$ cat src/rtl/piso_serializer.sv
// piso_serializer: parallel-in/serial-out shifter with a valid/ready load
// handshake, selectable bit order and qualified serial output.

module piso_serializer #(
  parameter int   WIDTH     = 8,
  parameter bit   MSB_FIRST = 1'b0,
  parameter logic IDLE_VAL  = 1'b0
) (
  input  logic             clk,
  input  logic             rst,
  input  logic             pl,
  output logic             pl_ready,
  input  logic [WIDTH-1:0] a,
  input  logic             shift_en,
  output logic             ser_out,
  output logic             ser_valid,
  output logic             ser_last,
  output logic             busy
);

  localparam int            CW       = $clog2(WIDTH);
  localparam logic [CW-1:0] LAST_CNT = CW'(WIDTH - 1);

  typedef enum logic {
    IDLE  = 1'b0,
    SHIFT = 1'b1
  } state_t;

  state_t           state;
  state_t           state_nxt;
  logic [WIDTH-1:0] sh;
  logic [WIDTH-1:0] sh_nxt;
  logic [CW-1:0]    cnt;
  logic [CW-1:0]    cnt_nxt;
  logic             load;

  // Output decode from state/sh/cnt; pl_ready is the only path from inputs
  // and is held low while reset is asserted.
  always_comb begin
    ser_valid = 1'b0;
    ser_last  = 1'b0;
    ser_out   = IDLE_VAL;
    if (state == SHIFT) begin
      ser_valid = 1'b1;
      ser_last  = (cnt == LAST_CNT);
      ser_out   = MSB_FIRST ? sh[WIDTH-1] : sh[0];
    end
    busy     = ser_valid;
    pl_ready = !rst && ((state == IDLE) || (shift_en && ser_last));
    load     = pl && pl_ready;
  end

  // Next-state logic: load on an accepted handshake, otherwise shift toward
  // the output end on enabled edges and fall back to IDLE after the last bit.
  always_comb begin
    state_nxt = state;
    sh_nxt    = sh;
    cnt_nxt   = cnt;
    if (load) begin
      state_nxt = SHIFT;
      sh_nxt    = a;
      cnt_nxt   = '0;
    end else if (state == SHIFT && shift_en) begin
      if (ser_last) begin
        state_nxt = IDLE;
      end else begin
        sh_nxt  = MSB_FIRST ? {sh[WIDTH-2:0], 1'b0} : {1'b0, sh[WIDTH-1:1]};
        cnt_nxt = cnt + 1'b1;
      end
    end
  end

  // State, shift register and bit counter; reset discards any word in flight.
  always_ff @(posedge clk or posedge rst) begin
    if (rst) begin
      state <= IDLE;
      sh    <= '0;
      cnt   <= '0;
    end else begin
      state <= state_nxt;
      sh    <= sh_nxt;
      cnt   <= cnt_nxt;
    end
  end

endmodule

$ cat config.mk
export PLATFORM = sky130hd
export DESIGN_NAME = piso_serializer
export DESIGN_NICKNAME = d
export VERILOG_FILES = /design/src/rtl/piso_serializer.sv
export SDC_FILE = /design/constraint.sdc
export NUM_CORES = 1
export LEC_CHECK = 0
export CAP_MARGIN = 30
export CORE_MARGIN = 4
export CORE_UTILIZATION = 44
export DETAILED_ROUTE_END_ITERATION = 6
export GPL_ROUTABILITY_DRIVEN = 0
export GPL_TIMING_DRIVEN = 1
export PLACE_DENSITY_LB_ADDON = 0.25
export SETUP_SLACK_MARGIN = 0.15
export SYNTH_ARGS = -nofsm -noshare
export SYNTH_HDL_FRONTEND = slang
export SYNTH_SLANG_ARGS = --single-unit
$ cat constraint.sdc
create_clock -name clk -period 2.3 [get_ports clk]
set_clock_uncertainty 0.15 [all_clocks]
set_input_delay 0.345 -clock clk [delete_from_list [all_inputs] [get_ports clk]]
set_output_delay 0.345 -clock clk [all_outputs]
set_load 0.02 [all_outputs]
# == After elaboration in Yosys (flattened, before gate mapping) ==
# Cells that the tools add are included.
# totals
reg_bits,12
inputBits,12
out_inout_bits,5
wordCells,29
# op_classes
addsub,1
n_eq_ne,2
mux,12
bitwise_logic,1
n_reduce_logical,10
# op_table
cell,count
two-way mux 8 bit,3
two-way mux 3 bit,3
two-way mux 1 bit,6
logical AND 1 bit,4
AND reduction 2 bit,2
nonzero test 2 bit,2
adder 3 x 1 -> 3 bit (second input constant),1
equality test 3 bit (second input constant),1
inequality test 2 x 1 -> 1 bit (second input constant),1
zero test 1 bit,1
logical OR 1 bit,1
NOT 1 bit,1

# == Longest topological paths before layout ==
# Gate-level depths: netlist (run 1).
# depth
ltp_word,8
depth_mapped,6
ltp_nobuf,5

# == Worst setup path after synthesis (run 1) ==
# OpenSTA, ideal clock, no wires.
# synth_timing
path_type,register to register
startpoint,register cnt[0]
endpoint,register sh[6]
setup_ps,126
arrival_time_ps,1484
t_required_ps,2024
path_slack_ps,540
path_stages_with_launch,6
n_path_buf,0
period_less_slack_ps,1760
path_cell_list,dfrtp_1 -> ha_1 -> ha_1 -> and2b_4 -> o22ai_2 -> a221o_2
# synth_between
elab_chain_len,8
elab_cells_between_ends,10
cone_classes,eq/ne: 2; mux: 2; reduce/logical: 6
# synth_lines
element,line,source
start: declaration,33,logic [CW-1:0] cnt;
start signal: assignment,82,cnt <= cnt_nxt;
equality test 3 bit *,45,ser_last = (cnt == LAST_CNT);
two-way mux 1 bit *,43,if (state == SHIFT) begin
logical AND 1 bit,49,pl_ready = !rst && ((state == IDLE) || (shift_en && ser_last));
logical OR 1 bit,49,
logical AND 1 bit,49,
logical AND 1 bit,50,load = pl && pl_ready;
inequality test 2 x 1 -> 1 bit (no line) or nonzero test 2 bit (tied branches),--,
AND reduction 2 bit (no line),--,
end signal: assignment,81,sh <= sh_nxt;
end: declaration,31,logic [WIDTH-1:0] sh;
# Mark *: on every way between the ends. The rest lies on a longest branch, timed or not.
# A chain may end at the register's enable or synchronous reset.

# == Final worst setup path (run 1) ==
# layout_timing
startpoint,register cnt[0]
endpoint,output ser_last
# layout_between
elab_chain_len,2
# layout_lines
element,line,source
equality test 3 bit,45,
two-way mux 1 bit,43,
end: declaration,17,"output logic ser_last,"
# Every way passes these cells.

==> results by group, run 1 <==
Logic synthesis
  – Mapped Cells: just under 50
  – Synthesized area: 606 µm²
  – Synth cell types: 21
  – YS warnings: 0
  – Mapped Avg Cell Area: between 10 and 15 µm²
  – Flop and latch count out of synthesis: 12
  – Seq/Total Area, Yosys: between 40% and 50%
  – Syn_nets: between 60 and 70

Clock tree
  – CTS buffer count: 3
  – CTS tree: done
  – CTS Sinks: 12
  – Post CTS Setup Buffer Count: 0
  – Reg clk slew, reported paths: roughly 0.08 ns
  – Root Driver: clkbuf_4
  – Clk buf depth: 2
  – Clk_lat worst skew: 0.27 ns
  – H-tree levels: 1

STA
  – Worst slew margin: between 60% and 70%
  – Fin crit period: between 2 and 2.5 ns
  – Setup_tns: 0 ns
  – Final critical-path share of the clock period: approximately nine tenths
  – Number of setup violations in the final report: 0
  – Final hold vios: 0
  – RSZ-0062 raised after global routing: false
  – Slew Limit Fails: 0
  – Worst-Margin Slew: about 0.47 ns
  – Setup ws final: between 0.2 and 0.25 ns
  – Highest clock rate: 484 MHz

Routing
  – Pre-antenna DRT Iters: 4
  – Post-Route WL: approximately 1200 µm
  – Post-route DRC: 0
  – Total number of vias: 469
  – Antenna-violating nets left: 0
  – Avg WL per Cell: 14.6 µm
  – Iter 0 DRT Violations: 8
  – Drt via density: 5.65

Worst setup path
  – Max FO, Critical Path: 4
  – Max incr delay on CP: about 0.40 ns
  – Setup crit end kind: output pin
  – Worst Setup Path Type: reg -> out
  – CP required: roughly 1.8 ns
  – CP most frequent cell: ha_1
  – Crit path DAT: between 1.5 and 2 ns
  – Critical Path Start Type: flop
  – Slowest-stage cell, CP: dfrtp_1
  – Reg2reg setup slack: approximately 0.40 ns
  – Buf+Inv Stages, Crit Path: 1
  – Top Family by Delay on Critical Path: adder cells
  – CP Cell Sequence: ha_1 > ha_1 > and2_2 > clkdlybuf4s15_1

Final layout
  – Multi-input logic area: between 200 and 300 µm²
  – Number of inserted diodes: 0
  – Share of cells above drive strength 1: between 30 and 40%
  – Area added between synthesis and finish: 32.9%
  – # fillers: roughly 120
  – Final core utilization: roughly three fifths
  – Final non-filler cell total: 83
  – FF+latch area: between 300 and 400 µm²
  – Nets: 83

Power and ir drop
  – Worst vdd ir: approximately 0.56 mV
  – PwrDens: around 1100 mW/mm²
  – Cell leakage power: roughly 0.4 nW

Floorplanning
  – Starting Density: approximately 47%
  – # rows: 13
  – Total core area: approximately 0.0013 mm²
  – Die Height: between 40 and 50 µm
  – Die Wd: 45.1 µm
  – Die area: roughly 0.0020 mm²
  – IO Count: 17

Place
  – Dpl cells: 79
  – Pre-CTS setup slack: approximately 0.18 ns
  – Port Buffers: 16
  – DP HPWL: between 800 and 900 µm

GRT
  – Tot GR Track Use: a little over an eighth
  – Vias in the first global route: between 400 and 500
  – First-pass GRT wire length: about 2000 µm
  – Total gr overflow: 0
  – Initial antenna violation count: 0
  – Largest net degree at the start of global routing: 13

Flow run
  – Max cap viols: 0

Outcome
  – Outcome: complete, no violations

Min path
  – Hold crit path type: in -> async
-- power breakdown --
part | internal [mW] | leakage [nW] | switching (mW)
logic | 0.210 | 0.224 | 0.185
registers | 0.293 | 0.154 | 0.0548
clock network | 0.0961 | 0.0210 | 0.0728
total | 0.598 | 0.399 | 0.313
-- kinds of logic after synthesis --
group,after synthesis,synth area share [%]
simple gates,18,19.8
flops,12,49.6
compound gates,10,17.4
buf+inv,4,4.34
mux,2,3.31
fa+ha+maj,2,4.13
xor+xnor,1,1.45
-- cells in the mapped netlist --
library cell | count | area share, %
dfrtp_1 | 12 | 50
a221o_1 | 6 | 9.9
and3_2 | 6 | 7.4
nor2_1 | 4 | 2.5
and2_2 | 2 | 2.5
ha_1 | 2 | 4.1
inv_1 | 2 | 1.2
mux2i_1 | 2 | 3.3
a21boi_2 | 1 | 1.9
a221o_2 | 1 | 1.9
a22o_2 | 1 | 1.7
and2b_4 | 1 | 1.7
and3_1 | 1 | 1.0
buf_4 | 1 | 1.2
buf_6 | 1 | 1.9
nand3b_1 | 1 | 1.2
nor2b_1 | 1 | 1.0
nor2b_2 | 1 | 1.4
o22ai_2 | 1 | 2.1
or2_2 | 1 | 1.0
xor2_1 | 1 | 1.4
-- cells in the final DEF (no fill, tap or decap), drive strengths merged, types with 2 or more instances in the layout --
cell           count
a221o              7
and2               2
and3               7
clkbuf             5
clkdlybuf4s50     14
dfrtp             12
ha                 2
inv                2
mux2i              2
nor2               4
nor2b              2
-- metrics by stage --
step           power (mW)  hold slack [ns]  cell area (µm²)
2_1_floorplan       0.630           0.0597              606
3_3_place_gp        0.741            0.336              773
3_5_place_dp        0.755            0.335              773
4_1_cts             0.917            0.306              807
5_1_grt             0.978            0.324              805
6_report            0.911            0.285              805
-- timing repair --
item                                    in CTS  in global routing
pin swaps                                    0                  1
hold buffers                                 0                  0
endpoints found under the setup margin       2                  2
gates resized for setup                      2                  3
-- layer usage --
metal / up-vias / part of all wire, % / GRT usage (%)
met5: - / 0 / 0
met4: 0 / 0.99 / 3.51
met3: 2 / 5.9 / 3.59
met2: 16 / 46 / 21.2
met1: 231 / 47 / 18.3
li1: 220 / - / -
-- area by class of cell --
class	count	area share, %
Sequential cell	12	37.3
Clock buffer	4	4.51
Multi-Input combinational cell	33	34.7
Tap cell	15	2.33
Timing Repair Buffer	17	20.2
Inverter	2	0.933
-- state kept, by name (all words and copies together) (netlist names) --
register	cells
cnt	3
sh	8
state	1
-- final timing paths --
path,start,endpoint,cells past startpoint
max in group asynchronous,rst,cnt[2],2
hold reg to reg,sh[3],sh[3],1
hold / removal,rst,sh[6],2
setup / recovery,cnt[0],ser_last,4
min in group clk,sh[3],sh[3],1
setup reg to reg,cnt[0],sh[6],5
Note: power is estimated with default switching activity, not from simulation.
==> inputs of run 2 (changes only) <==
--- a/config.mk
+++ b/config.mk
@@ -12,7 +12,7 @@
 export GPL_ROUTABILITY_DRIVEN = 0
 export GPL_TIMING_DRIVEN = 1
 export PLACE_DENSITY_LB_ADDON = 0.25
-export SETUP_SLACK_MARGIN = 0.15
+export RECOVER_POWER = 100
 export SYNTH_ARGS = -nofsm -noshare
 export SYNTH_HDL_FRONTEND = slang
 export SYNTH_SLANG_ARGS = --single-unit
==> run 2 against run 1 <==
Against the previous run: setup slack worse by 0.065 ns; combinational power decreased by 3%; via count down 0.21%; register-to-register slack lost 0.03 ns; sequential power hardly changed; wire length shrank 1.7%; largest cell class unchanged; count of clock-buffer cells in the layout unchanged; sequential share of layout area is the same; core utilization unchanged; global-route usage unchanged; critical path type unchanged.
==> results by group, run 2 (synthesis results as in run 1) <==
Outcome
  – Outcome: complete, no violations

Clock tree
  – Reg clk slew, reported paths: 0.08 ns (about the same)
  – Root Driver: clkbuf_4
  – Clk_lat worst skew: 0.27 ns (about the same)
  – H-tree levels: 1 (unchanged)
  – Post CTS Setup Buffer Count: 0 (unchanged)
  – CTS tree: done
  – CTS Sinks: 12 (unchanged)
  – # hold bufs at CTS: 0 (unchanged)
  – Clk buf depth: 2 (unchanged)
  – CTS buffer count: 3 (unchanged)

Final layout
  – Number of inserted diodes: 0 (unchanged)
  – Commonest non-fill, non-tap cells in the layout: 12 x dfrtp_1, 10 x clkdlybuf4s50_1, 6 x and3_2, 6 x a221o_1
  – Final non-filler cell total: 83 (unchanged)
  – Area added between synthesis and finish: 32.9% (unchanged)
  – Finished Cell Area: 805 µm² (unchanged)
  – Largest register FFs: 8 (unchanged)
  – Biggest register: sh
  – Most common cell after layout, fill and taps aside: dfrtp_1
  – Biggest regs: sh (8), cnt (3), state (1)
  – Final core utilization: 61.8% (unchanged)
  – Nets: 83 (unchanged)
  – Share of cells above drive strength 1: 27.9% (-2.9 points)

Routing
  – Avg WL per Cell: 14.3 µm (-1.7%)
  – Iter 0 DRT Violations: 5 (-3)
  – Post-route DRC: 0 (unchanged)
  – Drt via density: 5.64 (-0.21%)
  – Antenna-violating nets left: 0 (unchanged)
  – Pre-antenna DRT Iters: 2 (-2)
  – Post-Route WL: 1190 µm (-1.7%)
  – Total number of vias: 468 (-0.21%)

Place
  – Dpl cells: 79 (unchanged)
  – DP HPWL: 886 µm (unchanged)
  – Placed cell area: 773 µm² (unchanged)
  – Port Buffers: 16 (unchanged)

Min path
  – Hold crit path type: reg -> reg

Worst setup path
  – CP required: 1.80 ns (about the same)
  – Crit path DAT: 1.64 ns (+0.07 ns)
  – Critical Path Start Type: flop
  – Max FO, Critical Path: 4 (unchanged)
  – Setup crit end kind: output pin
  – Reg2reg setup slack: 0.37 ns (-0.03 ns)
  – Worst Setup Path Type: reg -> out

Power and ir drop
  – Cell leakage power: 0.403 nW (+1.1%)
  – Worst vdd ir: 0.552 mV (-0.71%)
  – PwrDens: 1120 mW/mm² (-1.5%)
  – Power, Total: 0.898 mW (-1.5%)

STA
  – Final hold vios: 0 (unchanged)
  – RSZ-0062 raised after global routing: false
  – Final critical-path share of the clock period: 92.7% (+2.8 points)
  – Highest clock rate: 469 MHz (-3.0%)
  – Slew Limit Fails: 0 (unchanged)
  – Worst slew margin: 47.5% (-21 points)
  – Fin crit period: 2.13 ns (+0.0646 ns)
  – Worst-Margin Slew: 0.785 ns (+0.312 ns)
  – Setup_tns: 0 ns (unchanged)
  – Number of setup violations in the final report: 0 (unchanged)

GRT
  – Tot GR Track Use: 13.5% (unchanged)
  – Total gr overflow: 0 (unchanged)
  – Vias in the first global route: 451 (unchanged)
  – First-pass GRT wire length: 2010 µm (unchanged)
  – Initial antenna violation count: 0 (unchanged)
  – Largest net degree at the start of global routing: 13 (unchanged)

Floorplanning
  – # rows: 13 (unchanged)
  – Total core area: 0.00130 mm² (unchanged)
  – Die Height: 45.1 µm (unchanged)
  – IO Count: 17 (unchanged)
  – Starting Density: 46.5% (unchanged)
  – Die Wd: 45.1 µm (unchanged)
  – Die area: 0.00203 mm² (unchanged)

Flow run
  – Max cap viols: 0 (unchanged)
-- run 2: cell types whose count changed in the layout (fill, tap and decap cells not counted), sizes merged --
cell	previous run	this run
dlygate4sd3	0	4
dlygate4sd2	0	2
clkdlybuf4s15	1	0
clkdlybuf4s50	14	10
clkbuf	5	4
-- run 2: cell type report --
type	count	area, µm²
fill	121	497
sequential	12	300
multi-input combinational	33	277
timing repair buffer	17	165
clock buffer	4	36.3
tap	15	18.8
inverter	2	7.51
-- run 2: per-stage QoR --
step,hold WS (ns),worst slack [ns]
final,0.359,0.169
after global routing,0.368,0.0780
after CTS,0.306,0.135
after detailed placement,0.335,0.177
after global placement,0.336,0.189
after floorplan,0.0597,0.540
-- run 2: final timing paths --
kind / start / end / depth (start not counted)
hold reg to reg: sh[3] / sh[3] / 1
hold / removal: sh[3] / sh[3] / 1
max in group asynchronous: rst / cnt[2] / 2
setup / recovery: cnt[0] / pl_ready / 5
min in group asynchronous: rst / sh[6] / 2
setup reg to reg: cnt[0] / sh[0] / 5
-- run 2: report_power, final --
part | total (mW) | internal (mW) | leakage [nW] | switching (mW)
clock network | 0.167 | 0.0961 | 0.0210 | 0.0705
logic | 0.384 | 0.201 | 0.229 | 0.183
registers | 0.347 | 0.293 | 0.154 | 0.0542
total | 0.898 | 0.590 | 0.403 | 0.308
-- run 2: critical path: stages (launching register included) --
cell	delay, ns
dfrtp_1	0.40
ha_1	0.20
ha_1	0.22
a21boi_2	0.17
nor2_1	0.06
dlygate4sd2_1	0.31
-- run 2: metal layers --
| metal | wire, µm | share of wire (%) | global-route usage [%] |
|---|---|---|---|
| met5 | 0 | 0 | 0 |
| met4 | 12 | 1.0 | 3.51 |
| met3 | 65 | 5.5 | 3.59 |
| met2 | 539 | 45 | 21.2 |
| met1 | 570 | 48 | 18.3 |
-- run 2: what timing repair did --
action                                  CTS  global route
resized for setup                         2             0
endpoints found under the setup margin    2             0
hold endpoints to repair                  0             0
==> inputs of run 3 (changes only) <==
--- a/config.mk
+++ b/config.mk
@@ -6,9 +6,10 @@
 export NUM_CORES = 1
 export LEC_CHECK = 0
 export CAP_MARGIN = 30
-export CORE_MARGIN = 4
-export CORE_UTILIZATION = 44
+export CORE_AREA = 4 4 41 43
 export DETAILED_ROUTE_END_ITERATION = 6
+export DIE_AREA = 0 0 45 47
+export DONT_BUFFER_PORTS = 1
 export GPL_ROUTABILITY_DRIVEN = 0
 export GPL_TIMING_DRIVEN = 1
 export PLACE_DENSITY_LB_ADDON = 0.25
@@ -16,3 +17,4 @@
 export SYNTH_ARGS = -nofsm -noshare
 export SYNTH_HDL_FRONTEND = slang
 export SYNTH_SLANG_ARGS = --single-unit
+export TNS_END_PERCENT = 5
==> run 3 against run 2 <==
Against the previous run: setup slack improved by 0.18 ns; sequential cell count stayed put; non-clock buffer count is 16 lower; die area is 4.0% higher; power down 6.0%; cell count is 19% lower; first-iteration DRC count is 80% higher; combinational power is 19% lower; critical path type is now reg -> reg; largest power group is now registers; highest routed layer unchanged.
==> results by group, run 3 (synthesis results as in run 1) <==
Outcome
  – Outcome: complete, no violations

Worst setup path
  – Max FO, Critical Path: 11 (+7)
  – Top Family by Delay on Critical Path: simple AND/OR/NAND/NOR gates
  – CP required: 2.36 ns (+0.56 ns)
  – Slowest-stage cell, CP: nor2b_1
  – R2R Path End: sh[0]
  – Crit path DAT: 2.01 ns (+0.37 ns)
  – R2R depth: 3 (-2)
  – CP Cell Sequence: a21boi_2 > nor2b_1 > a221o_1
  – Worst Setup Path Type: reg -> reg
  – Buf+Inv Stages, Crit Path: 0 (-1)
  – Max incr delay on CP: 0.61 ns (+0.21 ns)
  – Worst reg2reg startpoint: state
  – Reg2reg setup slack: 0.35 ns (-0.02 ns)
  – Critical Path Start Type: flop
  – Setup crit end kind: flop

Power and ir drop
  – PwrDens: 1300 mW/mm² (+17%)
  – Switching power total: 0.307 mW (-0.40%)
  – Worst vdd ir: 0.618 mV (+12%)
  – Power, Total: 0.844 mW (-6.0%)
  – Clk pwr share: 19.6% (+1.0 points)
  – Switching share of power: 36.3% (+2.0 points)
  – Int Pwr: 0.538 mW (-8.9%)
  – Reg power frac: 43.7% (+5.0 points)
  – Combinational Power Share: 36.7% (-6.1 points)
  – Cell leakage power: 0.330 nW (-18%)

Routing
  – Total number of vias: 419 (-10%)
  – Drt via density: 6.25 (+11%)
  – Post-Route WL: 1210 µm (+2.0%)
  – Post-route DRC: 0 (unchanged)
  – Pre-antenna DRT Iters: 4 (+2)
  – Iter 0 DRT Violations: 9 (+4)
  – Avg WL per Cell: 18.1 µm (+26%)
  – Antenna-violating nets left: 0 (unchanged)

Floorplanning
  – Die Wd: 45 µm (-0.22%)
  – # rows: 13 (unchanged)
  – Die area: 0.00212 mm² (+4.0%)
  – IO Count: 17 (unchanged)
  – Starting Density: 46.5% (unchanged)
  – Total core area: 0.00130 mm² (unchanged)
  – Die Height: 47 µm (+4.2%)

Final layout
  – Biggest register: sh
  – Biggest regs: sh (8), cnt (3), state (1)
  – Commonest non-fill, non-tap cells in the layout: 12 x dfrtp_1, 6 x and3_2, 6 x a221o_1, 4 x nor2_1, 3 x clkbuf_4
  – Area added between synthesis and finish: 6.82%
  – Nets: 67 (-19%)
  – Share of cells above drive strength 1: 30.8% (+2.8 points)
  – Most common cell after layout, fill and taps aside: dfrtp_1
  – Finished Cell Area: 647 µm² (-20%)
  – Largest register FFs: 8 (unchanged)
  – Number of inserted diodes: 0 (unchanged)

Min path
  – Worst hold stages: 1 (unchanged)
  – Hold EP: sh[7]
  – Hold crit path type: in -> reg
  – Hold Crit Start: a[7]

STA
  – Worst slew margin: 48.2% (+0.70 points)
  – Highest clock rate: 512 MHz (+9.0%)
  – Fin crit period: 1.95 ns (-0.177 ns)
  – Final hold vios: 0 (unchanged)
  – Slew Limit Fails: 0 (unchanged)
  – Setup_tns: 0 ns (unchanged)
  – Worst-Margin Slew: 0.775 ns (-0.0104 ns)
  – Number of setup violations in the final report: 0 (unchanged)
  – Final critical-path share of the clock period: 85.0% (-7.7 points)
  – RSZ-0062 raised after global routing: false

GRT
  – Largest net degree at the start of global routing: 13 (unchanged)
  – Met2 usage: 21.8% (+0.56 points)
  – Busiest grt layer: met2
  – Total gr overflow: 0 (unchanged)
  – First-pass GRT wire length: 2140 µm (+6.6%)
  – GR met1 Demand/Resource: 19.4% (+1.1 points)
  – Vias in the first global route: 452 (+0.22%)
  – Grt met3 use: 3.83% (+0.25 points)
  – Initial antenna violation count: 0 (unchanged)
  – Tot GR Track Use: 14.2% (+0.76 points)

Clock tree
  – CTS buffer count: 3 (unchanged)
  – H-tree levels: 1 (unchanged)
  – CTS tree: done
  – CTS Sinks: 12 (unchanged)
  – Reg clk slew, reported paths: 0.08 ns (about the same)
  – Clk buf depth: 2 (unchanged)
  – Clk_lat worst skew: 0.27 ns (about the same)
  – Root Driver: clkbuf_4
  – Post_cts resized: 0 (-2)

Place
  – DP HPWL: 900 µm (+1.6%)
  – Placed cell area: 606 µm² (-22%)
  – Port Buffers: 0 (-16)

Flow run
  – Max cap viols: 0 (unchanged)
## run 3: power groups by stage
stage / clock, mW / combinational, mW / sequential, mW
2_1_floorplan: 0 / 0.288 / 0.342
3_3_place_gp: 0 / 0.301 / 0.365
3_5_place_dp: 0 / 0.317 / 0.372
4_1_cts: 0.167 / 0.318 / 0.368
5_1_grt: 0.180 / 0.357 / 0.380
6_report: 0.165 / 0.310 / 0.369
## run 3: timing repair
| item | CTS | global route |
|---|---|---|
| setup endpoints to repair | 0 | 0 |
| hold buffers | 1 | 0 |
| setup buffers | 0 | 0 |
| endpoints found under the hold margin | 12 | 0 |
## run 3: how the worst max path moves through the flow
stage,depth (start not counted),end,from
final,3,sh[0],state
after CTS,2,pl_ready,state
after global routing,5,sh[0],cnt[0]
after global placement,5,sh[6],cnt[0]
after floorplan,5,sh[6],cnt[0]
after detailed placement,5,sh[6],cnt[0]
## run 3: routing by layer
metal / share of wire [%] / vias to the layer above
met4: 1.3 / 0
met1: 42 / 210
met2: 48 / 19
li1: - / 187
met3: 8.9 / 3
met5: 0 / -
## run 3: worst reg2reg max path: cells and delay by family (launching register included)
kind,cells,cell delay (ns)
AO/OA/AOI/OAI,2,0.54
flip-flops,1,0.59
AND/OR/NAND/NOR,1,0.61
## run 3: metrics by stage
step,utilization [%],std cells,hold slack (ns),setup WS [ns]
final,49.7,67,0.0607,0.345
after global routing,49.7,67,0.0532,0.154
after CTS,50.1,67,0.0598,0.336
after detailed placement,46.5,62,0.113,0.392
after global placement,46.5,62,0.0978,0.425
after floorplan,-,49,0.0597,0.540
## run 3: layout make-up
| type | count | area [µm²] |
|---|---|---|
| fillers | 120 | 654 |
| well taps | 15 | 18.8 |
| repair buffers | 1 | 10.0 |
| flip-flops and latches | 12 | 300 |
| multi-input cells | 33 | 274 |
| inverters | 2 | 7.51 |
| clock buffers | 4 | 36.3 |
